**src/rtl/cdb_writeback_pkg.sv**
```systemverilog
// -----------------------------------------------------------------------------
// cdb_writeback_pkg
//   Shared definitions for the complete-stage writeback path: machine widths,
//   default sizing of the writeback block, and the packet shapes moved from
//   the functional units onto the common data bus.
//
//   Configuration macro: CDB_BYPASS_EN (consumed by cdb_writeback). When it is
//   defined, an FU with an empty holding buffer may be granted directly in its
//   arrival cycle.
// -----------------------------------------------------------------------------
package cdb_writeback_pkg;

  localparam int XLEN           = 32;
  localparam int PHYS_REG_SZ    = 64;
  localparam int PHYS_REG_TAG_W = $clog2(PHYS_REG_SZ);
  localparam int ROB_IDX_W      = 5;

  // Default writeback sizing: number of FU result sources and per-FU buffer depth.
  localparam int CDB_NUM_FU     = 4;
  localparam int CDB_BUF_DEPTH  = 2;

  typedef logic [PHYS_REG_TAG_W-1:0] phys_reg_tag_t;

  // Broadcast packet as seen by the PRF / RS / ROB.
  typedef struct packed {
    logic                 valid;
    phys_reg_tag_t        tag;
    logic [XLEN-1:0]      data;
    logic [ROB_IDX_W-1:0] rob_idx;
  } cdb_packet_t;

  // Result packet produced by one functional unit.
  typedef struct packed {
    logic                 valid;
    phys_reg_tag_t        tag;
    logic [XLEN-1:0]      data;
    logic [ROB_IDX_W-1:0] rob_idx;
  } fu_cdb_packet_t;

endpackage

```
**src/rtl/cdb_fu_fifo.sv**
```systemverilog
// -----------------------------------------------------------------------------
// cdb_fu_fifo
//   Per-FU result holding buffer. Circular FIFO of DEPTH packed entries with
//   head/tail pointers that wrap modulo DEPTH.
//
//   Ports:
//     clock, reset  system clock, synchronous active-high reset
//     flush         clear all entries (mispredict squash); wins over enq/deq
//     enq, enq_pkt  push a packet (caller guarantees ready)
//     deq           pop the head entry (caller guarantees !empty)
//     head_pkt      packet at the head of the queue
//     empty         no entries held
//     ready         buffer has space, from the current count only
// -----------------------------------------------------------------------------
module cdb_fu_fifo #(
  parameter int DEPTH = 2,
  parameter int PKT_W = 8
) (
  input  logic             clock,
  input  logic             reset,
  input  logic             flush,
  input  logic             enq,
  input  logic [PKT_W-1:0] enq_pkt,
  input  logic             deq,
  output logic [PKT_W-1:0] head_pkt,
  output logic             empty,
  output logic             ready
);

  localparam int PTR_W = $clog2(DEPTH);
  localparam int CNT_W = $clog2(DEPTH + 1);

  logic [PKT_W-1:0] mem_q [DEPTH];
  logic [PTR_W-1:0] head_q, head_d;
  logic [PTR_W-1:0] tail_q, tail_d;
  logic [CNT_W-1:0] count_q, count_d;
  logic             mem_we;

  always_comb begin
    head_d  = head_q;
    tail_d  = tail_q;
    count_d = count_q;
    mem_we  = 1'b0;
    if (flush) begin
      head_d  = '0;
      tail_d  = '0;
      count_d = '0;
    end else begin
      // DEPTH is a power of two, so pointer increments wrap naturally.
      if (enq) begin
        mem_we = 1'b1;
        tail_d = tail_q + 1'b1;
      end
      if (deq) begin
        head_d = head_q + 1'b1;
      end
      case ({enq, deq})
        2'b10:   count_d = count_q + 1'b1;
        2'b01:   count_d = count_q - 1'b1;
        default: count_d = count_q;
      endcase
    end
  end

  always_ff @(posedge clock) begin
    if (reset) begin
      head_q  <= '0;
      tail_q  <= '0;
      count_q <= '0;
    end else begin
      head_q  <= head_d;
      tail_q  <= tail_d;
      count_q <= count_d;
    end
  end

  // Storage is not reset; validity is tracked entirely by count_q.
  always_ff @(posedge clock) begin
    if (!reset && mem_we) begin
      mem_q[tail_q] <= enq_pkt;
    end
  end

  assign head_pkt = mem_q[head_q];
  assign empty    = (count_q == '0);
  assign ready    = (count_q != CNT_W'(DEPTH));

endmodule

```
**src/rtl/cdb_writeback.sv**
```systemverilog
// -----------------------------------------------------------------------------
// cdb_writeback
//   Complete-stage writeback transmitter. Collects results from NUM_FU
//   functional units into per-FU holding buffers, round-robin arbitrates one
//   result per cycle and drives a registered CDB broadcast / PRF write packet.
//
//   Ports:
//     clock, reset          system clock, synchronous active-high reset
//     squash                mispredict flush: empties buffers, clears outputs
//     fu_valid/tag/data/rob_idx  per-FU result inputs (flattened, FU0 in LSBs)
//     fu_ready              per-FU buffer has space this cycle
//     cdb_valid/tag/data/rob_idx  registered broadcast packet
//     prf_write_en          cdb_valid with a non-zero destination tag
//
//   Configuration macro: CDB_BYPASS_EN. When defined, an FU whose buffer is
//   empty competes in its arrival cycle with its incoming packet; a granted
//   bypass goes straight to the output registers (1-cycle latency). When
//   undefined every result passes through its buffer (2-cycle minimum).
// -----------------------------------------------------------------------------
module cdb_writeback
  import cdb_writeback_pkg::*;
#(
  parameter int NUM_FU = CDB_NUM_FU,
  parameter int DEPTH  = CDB_BUF_DEPTH,
  parameter int TAG_W  = PHYS_REG_TAG_W,
  parameter int ROB_W  = ROB_IDX_W
) (
  input  logic                    clock,
  input  logic                    reset,
  input  logic                    squash,
  input  logic [NUM_FU-1:0]       fu_valid,
  input  logic [NUM_FU*TAG_W-1:0] fu_tag,
  input  logic [NUM_FU*XLEN-1:0]  fu_data,
  input  logic [NUM_FU*ROB_W-1:0] fu_rob_idx,
  output logic [NUM_FU-1:0]       fu_ready,
  output logic                    cdb_valid,
  output logic [TAG_W-1:0]        cdb_tag,
  output logic [XLEN-1:0]         cdb_data,
  output logic [ROB_W-1:0]        cdb_rob_idx,
  output logic                    prf_write_en
);

  localparam int RR_W = (NUM_FU > 1) ? $clog2(NUM_FU) : 1;

  typedef struct packed {
    logic [TAG_W-1:0] tag;
    logic [XLEN-1:0]  data;
    logic [ROB_W-1:0] rob_idx;
  } pkt_t;

  localparam int PKT_W = $bits(pkt_t);

  pkt_t             in_pkt   [NUM_FU];
  logic [PKT_W-1:0] head_raw [NUM_FU];
  logic [NUM_FU-1:0] buf_empty;
  logic [NUM_FU-1:0] enq;
  logic [NUM_FU-1:0] deq;
  logic [NUM_FU-1:0] cand;
  logic [NUM_FU-1:0] bypass_vec;

  logic             grant_vld;
  logic [RR_W-1:0]  grant_idx;
  pkt_t             grant_pkt;

  logic [RR_W-1:0]  rr_ptr_q, rr_ptr_d;
  logic             cdb_valid_q, cdb_valid_d;
  logic             prf_we_q, prf_we_d;
  pkt_t             cdb_pkt_q, cdb_pkt_d;

  always_comb begin
    for (int i = 0; i < NUM_FU; i++) begin
      in_pkt[i].tag     = fu_tag[i*TAG_W +: TAG_W];
      in_pkt[i].data    = fu_data[i*XLEN +: XLEN];
      in_pkt[i].rob_idx = fu_rob_idx[i*ROB_W +: ROB_W];
    end
  end

  // ---------------------------------------------------------------------------
  // Per-FU holding buffers
  // ---------------------------------------------------------------------------
  for (genvar i = 0; i < NUM_FU; i++) begin : g_fifo
    cdb_fu_fifo #(
      .DEPTH (DEPTH),
      .PKT_W (PKT_W)
    ) u_fifo (
      .clock    (clock),
      .reset    (reset),
      .flush    (squash),
      .enq      (enq[i]),
      .enq_pkt  (in_pkt[i]),
      .deq      (deq[i]),
      .head_pkt (head_raw[i]),
      .empty    (buf_empty[i]),
      .ready    (fu_ready[i])
    );
  end

  // ---------------------------------------------------------------------------
  // Round-robin arbitration: first candidate at or above rr_ptr, wrapping.
  // ---------------------------------------------------------------------------
  always_comb begin
    int idx;
    idx  = 0;
    cand = ~buf_empty;
`ifdef CDB_BYPASS_EN
    // An empty buffer can still compete with the packet arriving this cycle.
    cand = cand | (fu_valid & buf_empty);
`endif
    grant_vld = 1'b0;
    grant_idx = '0;
    for (int k = 0; k < NUM_FU; k++) begin
      idx = int'(rr_ptr_q) + k;
      if (idx >= NUM_FU) idx = idx - NUM_FU;
      if (!grant_vld && cand[RR_W'(idx)]) begin
        grant_vld = 1'b1;
        grant_idx = RR_W'(idx);
      end
    end
    // Squash kills the grant so nothing leaves a buffer being flushed.
    if (squash) grant_vld = 1'b0;
  end

  always_comb begin
    bypass_vec = '0;
`ifdef CDB_BYPASS_EN
    if (grant_vld && buf_empty[grant_idx]) bypass_vec[grant_idx] = 1'b1;
`endif
    deq = '0;
    if (grant_vld && !bypass_vec[grant_idx]) deq[grant_idx] = 1'b1;
    // A bypassed packet is consumed directly and must not also be buffered.
    enq = squash ? '0 : (fu_valid & fu_ready & ~bypass_vec);
    grant_pkt = bypass_vec[grant_idx] ? in_pkt[grant_idx] : pkt_t'(head_raw[grant_idx]);
  end

  always_comb begin
    rr_ptr_d    = rr_ptr_q;
    cdb_valid_d = 1'b0;
    prf_we_d    = 1'b0;
    cdb_pkt_d   = cdb_pkt_q;
    if (squash) begin
      cdb_pkt_d = '0;
    end else if (grant_vld) begin
      cdb_valid_d = 1'b1;
      cdb_pkt_d   = grant_pkt;
      // Tag 0 is the architectural zero register: complete in the ROB but never write the PRF.
      prf_we_d    = (grant_pkt.tag != '0);
      rr_ptr_d    = (grant_idx == RR_W'(NUM_FU - 1)) ? '0 : grant_idx + 1'b1;
    end
  end

  // ---------------------------------------------------------------------------
  // Output registers and round-robin pointer
  // ---------------------------------------------------------------------------
  always_ff @(posedge clock) begin
    if (reset) begin
      rr_ptr_q    <= '0;
      cdb_valid_q <= 1'b0;
      prf_we_q    <= 1'b0;
      cdb_pkt_q   <= '0;
    end else begin
      rr_ptr_q    <= rr_ptr_d;
      cdb_valid_q <= cdb_valid_d;
      prf_we_q    <= prf_we_d;
      cdb_pkt_q   <= cdb_pkt_d;
    end
  end

  assign cdb_valid    = cdb_valid_q;
  assign cdb_tag      = cdb_pkt_q.tag;
  assign cdb_data     = cdb_pkt_q.data;
  assign cdb_rob_idx  = cdb_pkt_q.rob_idx;
  assign prf_write_en = prf_we_q;

`ifndef SYNTHESIS
  // A result offered to a full buffer is dropped; the producer broke the handshake.
  for (genvar i = 0; i < NUM_FU; i++) begin : g_proto_chk
    a_no_drop: assert property (@(posedge clock) disable iff (reset)
                                !(fu_valid[i] && !fu_ready[i]))
      else $error("cdb_writeback: FU %0d result offered while buffer full", i);
  end
`endif

endmodule
```
**config.mk**
```make
export PLATFORM = sky130hd
export DESIGN_NAME = cdb_writeback
export DESIGN_NICKNAME = d
export VERILOG_FILES = /design/src/rtl/cdb_writeback_pkg.sv /design/src/rtl/cdb_fu_fifo.sv /design/src/rtl/cdb_writeback.sv
export SDC_FILE = /design/constraint.sdc
export NUM_CORES = 1
export LEC_CHECK = 0
export CORE_ASPECT_RATIO = 1.75
export CORE_MARGIN = 2
export CORE_UTILIZATION = 35
export DETAILED_ROUTE_END_ITERATION = 10
export PLACE_DENSITY = 0.53
export SLEW_MARGIN = 20
export SYNTH_ARGS = -nofsm -noshare
export SYNTH_HDL_FRONTEND = slang
export SYNTH_HIERARCHICAL = 1
export SYNTH_SLANG_ARGS = --single-unit
```
**constraint.sdc**
```tcl
create_clock -name clock -period 13.5 [get_ports clock]
set_clock_uncertainty 0.1 [all_clocks]
set_input_delay 2.7 -clock clock [delete_from_list [all_inputs] [get_ports clock]]
set_output_delay 2.7 -clock clock [all_outputs]
set_load 0.01 [all_outputs]
```
==> results.yml, run 1 <==
clock_tree:
  root_buffer: "sky130_fd_sc_hd__clkbuf_16"
  cts_post_setup_buffers_inserted: 0
  gates_resized_cts_repair: 0
  clock_latency_ns: 0.53
  tritoncts.num_buffers: 39
  cts.sinks: 411
  cts_tree: "built"
  cts.path.max_buffers: 3
  clk_pin_slew_worst_paths_ns: 0.06
  htreeDepth: 2
  cts-hold-fix-buffers: 0
route:
  route.detailed.vias_per_inst: 5.14
  route.vias.total: 9826
  wire_per_inst_um: 24.1
  final_antenna_net_count: 0
  drt_pass1_iterations: 5
  route.detailed.drc: 0
  wl_mm: 46.1
  iteration_0_drc_count_of_the_detailed_router: 605
sta:
  timing.max_slew.rel_slack: 0.229
  final_hold_fails: 0
  fmax_mhz: 220
  final_max_slew_viol_count: 0
  setup_tns_ns: 0
  setup_viol_count_final: 0
  hold_ws_ns: 0.348
  timing.final.crit_share: 0.337
  tightest_slew_ns: 1.15
  rsz_0062_raised_after_global_routing: "no"
  period_minus_slack_ns: 4.55
  final.setup.worst_slack_ns: 8.95
power_and_ir_drop:
  p_sw_mw: 0.638
  combinational_fraction_of_design_power: 0.100
  power-per-cell-area_nw_per_um2: 137
  internal-power_mw: 2.18
  leakage_component_of_the_power_nw: 6.79
  switching_share: 0.226
  share_seq_of_total_power: 0.500
  power.clock.fraction: 0.400
  overall_power_mw: 2.82
  max-vdd-ir-drop_mv: 0.0681
setup_path:
  crit_required_ns: 13.56
  crit_path_max_fo: 43
  critical_path.startpoint_type: "input port"
  timing.setup.critical_path_class: "input port to flip-flop"
  crit_arrival_ns: 4.61
  r2r_setup_slack_ns: 9.43
  cp-end-kind: "flip-flop"
logic_synthesis:
  synth_cells: 1078
  synth_edf_count: 344
  postSynth.asyncResetShare: 0
  mappedNetlistNets: 1265
  synth_seq_area_share: 0.707
  synth.yosys.warnings: 6
  synth_area_per_cell_um2: 15.3
  synth_seq_cells: 411
  synth.cell_area_um2: 16500
  netlist-cell-type-count: 45
  postSynth.topFlopCell: "sky130_fd_sc_hd__edfxtp_1"
status:
  run_status: "completed"
placed_design:
  numPlacedInstances: 1842
  place.detailed.hpwl_mm: 31.0
  port-buffer-count: 227
  preCtsSetupSlack_ns: 8.33
  weighted_congestion_at_the_end_of_routability_driven_global_placement: 0.773
cells_and_area:
  antenna-diode-count: 0
  fillCellCount: 4254
  layout_commonest_cell: "sky130_fd_sc_hd__edfxtp_1"
  most-common-layout-cells: "344 x sky130_fd_sc_hd__edfxtp_1, 227 x sky130_fd_sc_hd__clkdlybuf4s50_1, 172 x sky130_fd_sc_hd__mux2_1"
  layout.nets: 1482
  flow.area_growth_from_synthesis_pct: 24.9
  fraction_of_layout_cells_with_a_size_suffix_above_1: 0.0710
  instances_no_fill: 1912
global_route:
  grt_pass1_wl_mm: 65.7
  gr-usage-all-layers: 0.185
  grt_remaining_overflow: 0
  antenna_found_initial: 0
  grt_pass1_vias: 10300
  grt_start_max_net_pins: 85
floorplanning:
  start_util: 0.353
  num_io_pins: 228
  die_x_um: 168
  die_area_um2: 49000
  fp.coreArea_um2: 46800
  chipHeight_um: 291
  num_rows: 105
job:
  maxCapViolCount: 0
hold_path:
  worst_hold_path_type: "flip-flop to flip-flop"
## cell families (layout without fill, tap and decap cells)
kind of cell             count (synthesis)  count (layout)  share of synthesized area
XOR/XNOR                                16              16                    0.00848
adder cells (fa/ha/maj)                  8               8                    0.00606
buffers and inverters                   73             319                     0.0241
multiplexers                           172             172                      0.117
AND/OR/NAND/NOR                        247             247                     0.0700
flip-flops                             411             411                      0.707
AO/OA/AOI/OAI                          151             151                     0.0675
## state kept, by name, indices dropped and copies added (netlist names), named ones only
name                   cells
rr_ptr_q                   2
g_fifo.u_fifo/tail_q       4
g_fifo.u_fifo/count_q      8
prf_write_en               1
g_fifo.u_fifo/mem_q      344
cdb_valid                  1
g_fifo.u_fifo/head_q       4
cdb_tag                    6
cdb_data                  32
cdb_rob_idx                5
## worst paths after layout
path | from | endpoint | cells after the start
worst min-delay path | cdb_data[22] | cdb_data[22] | 2
worst max register to register | g_fifo[2].u_fifo/count_q[0] | cdb_data[3] | 9
worst max-delay path | squash | g_fifo[2].u_fifo/mem_q[0][18] | 6
worst min register to register | cdb_data[22] | cdb_data[22] | 2
## cells in the mapped netlist (8+ instances only)
cell type	number	share of area
sky130_fd_sc_hd__o21ai_0	17	0.0052
sky130_fd_sc_hd__ha_1	8	0.0061
sky130_fd_sc_hd__clkbuf_1	21	0.0048
sky130_fd_sc_hd__a211oi_1	38	0.017
sky130_fd_sc_hd__a21oi_1	44	0.013
sky130_fd_sc_hd__a311o_1	37	0.022
sky130_fd_sc_hd__dfxtp_1	67	0.081
sky130_fd_sc_hd__nor3_1	16	0.0048
sky130_fd_sc_hd__nor2_1	15	0.0034
sky130_fd_sc_hd__nand3_1	30	0.0091
sky130_fd_sc_hd__buf_2	34	0.010
sky130_fd_sc_hd__edfxtp_1	344	0.63
sky130_fd_sc_hd__nand2_1	122	0.028
sky130_fd_sc_hd__mux2_1	172	0.12
sky130_fd_sc_hd__and3_1	41	0.016
sky130_fd_sc_hd__xnor2_1	12	0.0064
## cell type report
cell class / instances / area (um^2) / area share
Inverter: 7 / 27.5 / 0.00133
Sequential cell: 411 / 11700 / 0.566
Tap cell: 588 / 736 / 0.0357
Multi-Input combinational cell: 594 / 4500 / 0.218
Clock inverter: 15 / 201 / 0.00976
Clock buffer: 55 / 1110 / 0.0537
Timing Repair Buffer: 242 / 2380 / 0.116
## metal layers
| layer | wire length [um] | up-vias | track usage |
|---|---|---|---|
| met5 | 0 | - | 0 |
| met4 | 2240 | 0 | 0.0896 |
| met3 | 1830 | 74 | 0.0264 |
| met2 | 25500 | 260 | 0.357 |
| met1 | 16600 | 4946 | 0.193 |
| li1 | - | 4546 | - |
## per-stage QoR
step                      cell area [um^2]   util
after floorplan                      16500      -
after global placement               19300  0.413
after detailed placement             19300  0.413
after CTS                            20600  0.441
after global routing                 20600  0.441
final                                20600  0.441
## critical path, cell delays in order
cell,delay [ns]
sky130_fd_sc_hd__clkdlybuf4s50_1,0.40
sky130_fd_sc_hd__buf_4,0.24
sky130_fd_sc_hd__nor2_1,0.29
sky130_fd_sc_hd__inv_1,0.12
sky130_fd_sc_hd__nor4_2,0.26
sky130_fd_sc_hd__buf_4,0.57
## power groups by stage
stage	registers [mW]	clock network (mW)	logic, mW
floorplan	1.44	0	0.143
global placement	1.44	0	0.282
detailed placement	1.44	0	0.286
CTS	1.41	1.16	0.288
global route	1.41	1.21	0.303
finish	1.41	1.13	0.282
No activity file was read; power rests on OpenSTA's default activity.
==> run 2: changes to the inputs <==
==> constraint.sdc (replaced) <==
create_clock -name clock -period 4.57 [get_ports clock]
set_clock_uncertainty 0.1 [all_clocks]
set_input_delay 0.914 -clock clock [delete_from_list [all_inputs] [get_ports clock]]
set_output_delay 0.914 -clock clock [all_outputs]
set_load 0.01 [all_outputs]
==> run 2 against run 1 <==
Utilization rose by 0.41 points. Via count rose by 1.2%. Critical path depth up 4. Register-to-register slack worse by 8.3 ns. Clock power rose to 3.0 times the previous value. Critical path type is now flip-flop to flip-flop. Largest power group unchanged.
==> results.yml, run 2 (synthesis results as in run 1) <==
global_route:
  met2_usage: 0.381
  antenna_found_initial: 1
  grt_pass1_vias: 10500
  grt_remaining_overflow: 0
  global_route.usage.met3: 0.0275
  grt_util_met1: 0.201
  grt_start_max_net_pins: 84
  grt.busiest_layer: "met2"
  gr-usage-all-layers: 0.191
  grt_pass1_wl_mm: 67.7
floorplanning:
  fp.coreArea_um2: 46800
  start_util: 0.353
  chipHeight_um: 291
  num_io_pins: 228
  die_area_um2: 49000
  die_x_um: 168
  num_rows: 105
sta:
  final_hold_fails: 0
  setup_viol_count_final: 0
  period_minus_slack_ns: 3.41
  timing.max_slew.rel_slack: 0.367
  final_max_slew_viol_count: 0
  rsz_0062_raised_after_global_routing: "no"
  timing.final.crit_share: 0.745
  tightest_slew_ns: 0.949
  final.setup.worst_slack_ns: 1.16
  fmax_mhz: 294
  setup_tns_ns: 0
cells_and_area:
  final_cell_area_um2: 20800
  largest_register_ffs: 344
  fraction_of_layout_cells_with_a_size_suffix_above_1: 0.0849
  regMostFlops: "g_fifo.u_fifo/mem_q"
  fillCellCount: 4193
  flow.area_growth_from_synthesis_pct: 26.1
  layout.nets: 1500
  most-common-layout-cells: "344 x sky130_fd_sc_hd__edfxtp_1, 227 x sky130_fd_sc_hd__clkdlybuf4s50_1, 172 x sky130_fd_sc_hd__mux2_1"
  multi_input_logic_area_um2: 4520
  share_of_the_core_filled_with_cells_in_the_final_layout: 0.445
  flip_flop_and_latch_area_um2: 11700
  layout_commonest_cell: "sky130_fd_sc_hd__edfxtp_1"
setup_path:
  r2r_start: "g_fifo[1].u_fifo/count_q[1]"
  crit_start: "g_fifo[1].u_fifo/count_q[1]"
  r2r_setup_slack_ns: 1.16
  crit_path_max_fo: 27
  worst-r2r-cell-count: 10
  crit_arrival_ns: 3.76
  cp-end-kind: "flip-flop"
  crit_required_ns: 4.93
  timing.setup.critical_path_class: "flip-flop to flip-flop"
  critical_path.startpoint_type: "flip-flop"
clock_tree:
  cts.sinks: 411
  root_buffer: "sky130_fd_sc_hd__clkbuf_16"
  clock_latency_ns: 0.55
  cts_tree: "built"
  cts.path.max_buffers: 3
  htreeDepth: 2
  gates_resized_cts_repair: 0
  clk_pin_slew_worst_paths_ns: 0.07
  tritoncts.num_buffers: 38
  cts_post_setup_buffers_inserted: 0
  cts-hold-fix-buffers: 0
status:
  run_status: "completed"
hold_path:
  worst_hold_path_type: "flip-flop to flip-flop"
  min_path_cells: 2
  hold_path_startpoint: "cdb_data[17]"
route:
  final_antenna_net_count: 0
  wire_per_inst_um: 24.5
  wl_mm: 47.3
  route.detailed.vias_per_inst: 5.15
  drt_pass1_iterations: 5
  iteration_0_drc_count_of_the_detailed_router: 601
  route.detailed.drc: 0
  route.vias.total: 9943
placed_design:
  weighted_congestion_at_the_end_of_routability_driven_global_placement: 0.796
  place.detailed.hpwl_mm: 33.2
  port-buffer-count: 227
  dpl_cell_area_um2: 19500
  preCtsSetupSlack_ns: 0.935
power_and_ir_drop:
  leakage_component_of_the_power_nw: 6.90
  overall_power_mw: 8.39
  max-vdd-ir-drop_mv: 0.210
  power-per-cell-area_nw_per_um2: 403
job:
  maxCapViolCount: 0
[run 2: cell types whose count changed in the layout (fill, tap and decap cells not counted), moves of 3 or more]
cell | previous run | this run
sky130_fd_sc_hd__clkinv_1 | 3 | 6
sky130_fd_sc_hd__and3_4 | 4 | 0
sky130_fd_sc_hd__nor4_4 | 0 | 4
sky130_fd_sc_hd__nor4_2 | 4 | 0
sky130_fd_sc_hd__and3_2 | 0 | 4
sky130_fd_sc_hd__clkbuf_1 | 11 | 6
sky130_fd_sc_hd__buf_4 | 15 | 32
[run 2: metrics by stage]
step | std cells | hold slack (ns)
2_1_floorplan | 1078 | 0.371
3_3_place_gp | 1861 | 0.342
6_report | 1931 | 0.356
3_5_place_dp | 1861 | 0.350
4_1_cts | 1930 | 0.357
5_1_grt | 1931 | 0.370
[run 2: final cells by class]
type / count / share of cell area
sequential: 411 / 0.561
clock inverter: 23 / 0.0145
clock buffer: 46 / 0.0486
timing repair buffer: 261 / 0.123
multi-input combinational: 594 / 0.217
antenna: 1 / 0.000120
inverter: 7 / 0.00132
tap: 588 / 0.0353
[run 2: per-layer routing]
| layer | vias to the layer above | wire length [um] |
|---|---|---|
| li1 | 4584 | - |
| met1 | 5036 | 16900 |
| met2 | 270 | 27200 |
| met3 | 53 | 1890 |
| met4 | 0 | 1380 |
| met5 | - | 0 |
[run 2: worst paths after layout]
kind	endpoint
max reg2reg	g_fifo[1].u_fifo/count_q[1]
max	g_fifo[1].u_fifo/count_q[1]
min reg2reg	cdb_data[17]
min	cdb_data[17]
[run 2: power breakdown]
part	internal, mW	switching [mW]
registers	4.12	0.0447
clock network	1.99	1.39
logic	0.358	0.486
[run 2: critical path: stages (launching register included)]
cell and delay [ns]:
sky130_fd_sc_hd__dfxtp_1 0.34, sky130_fd_sc_hd__nor2_1 0.48, sky130_fd_sc_hd__nand2b_2 0.18, sky130_fd_sc_hd__o221a_4 0.34, sky130_fd_sc_hd__nor2_4 0.11, sky130_fd_sc_hd__clkinv_2 0.40
sky130_fd_sc_hd__ha_1 0.37, sky130_fd_sc_hd__and2_1 0.17, sky130_fd_sc_hd__ha_1 0.32, sky130_fd_sc_hd__or3_1 0.36, sky130_fd_sc_hd__a21boi_1 0.16
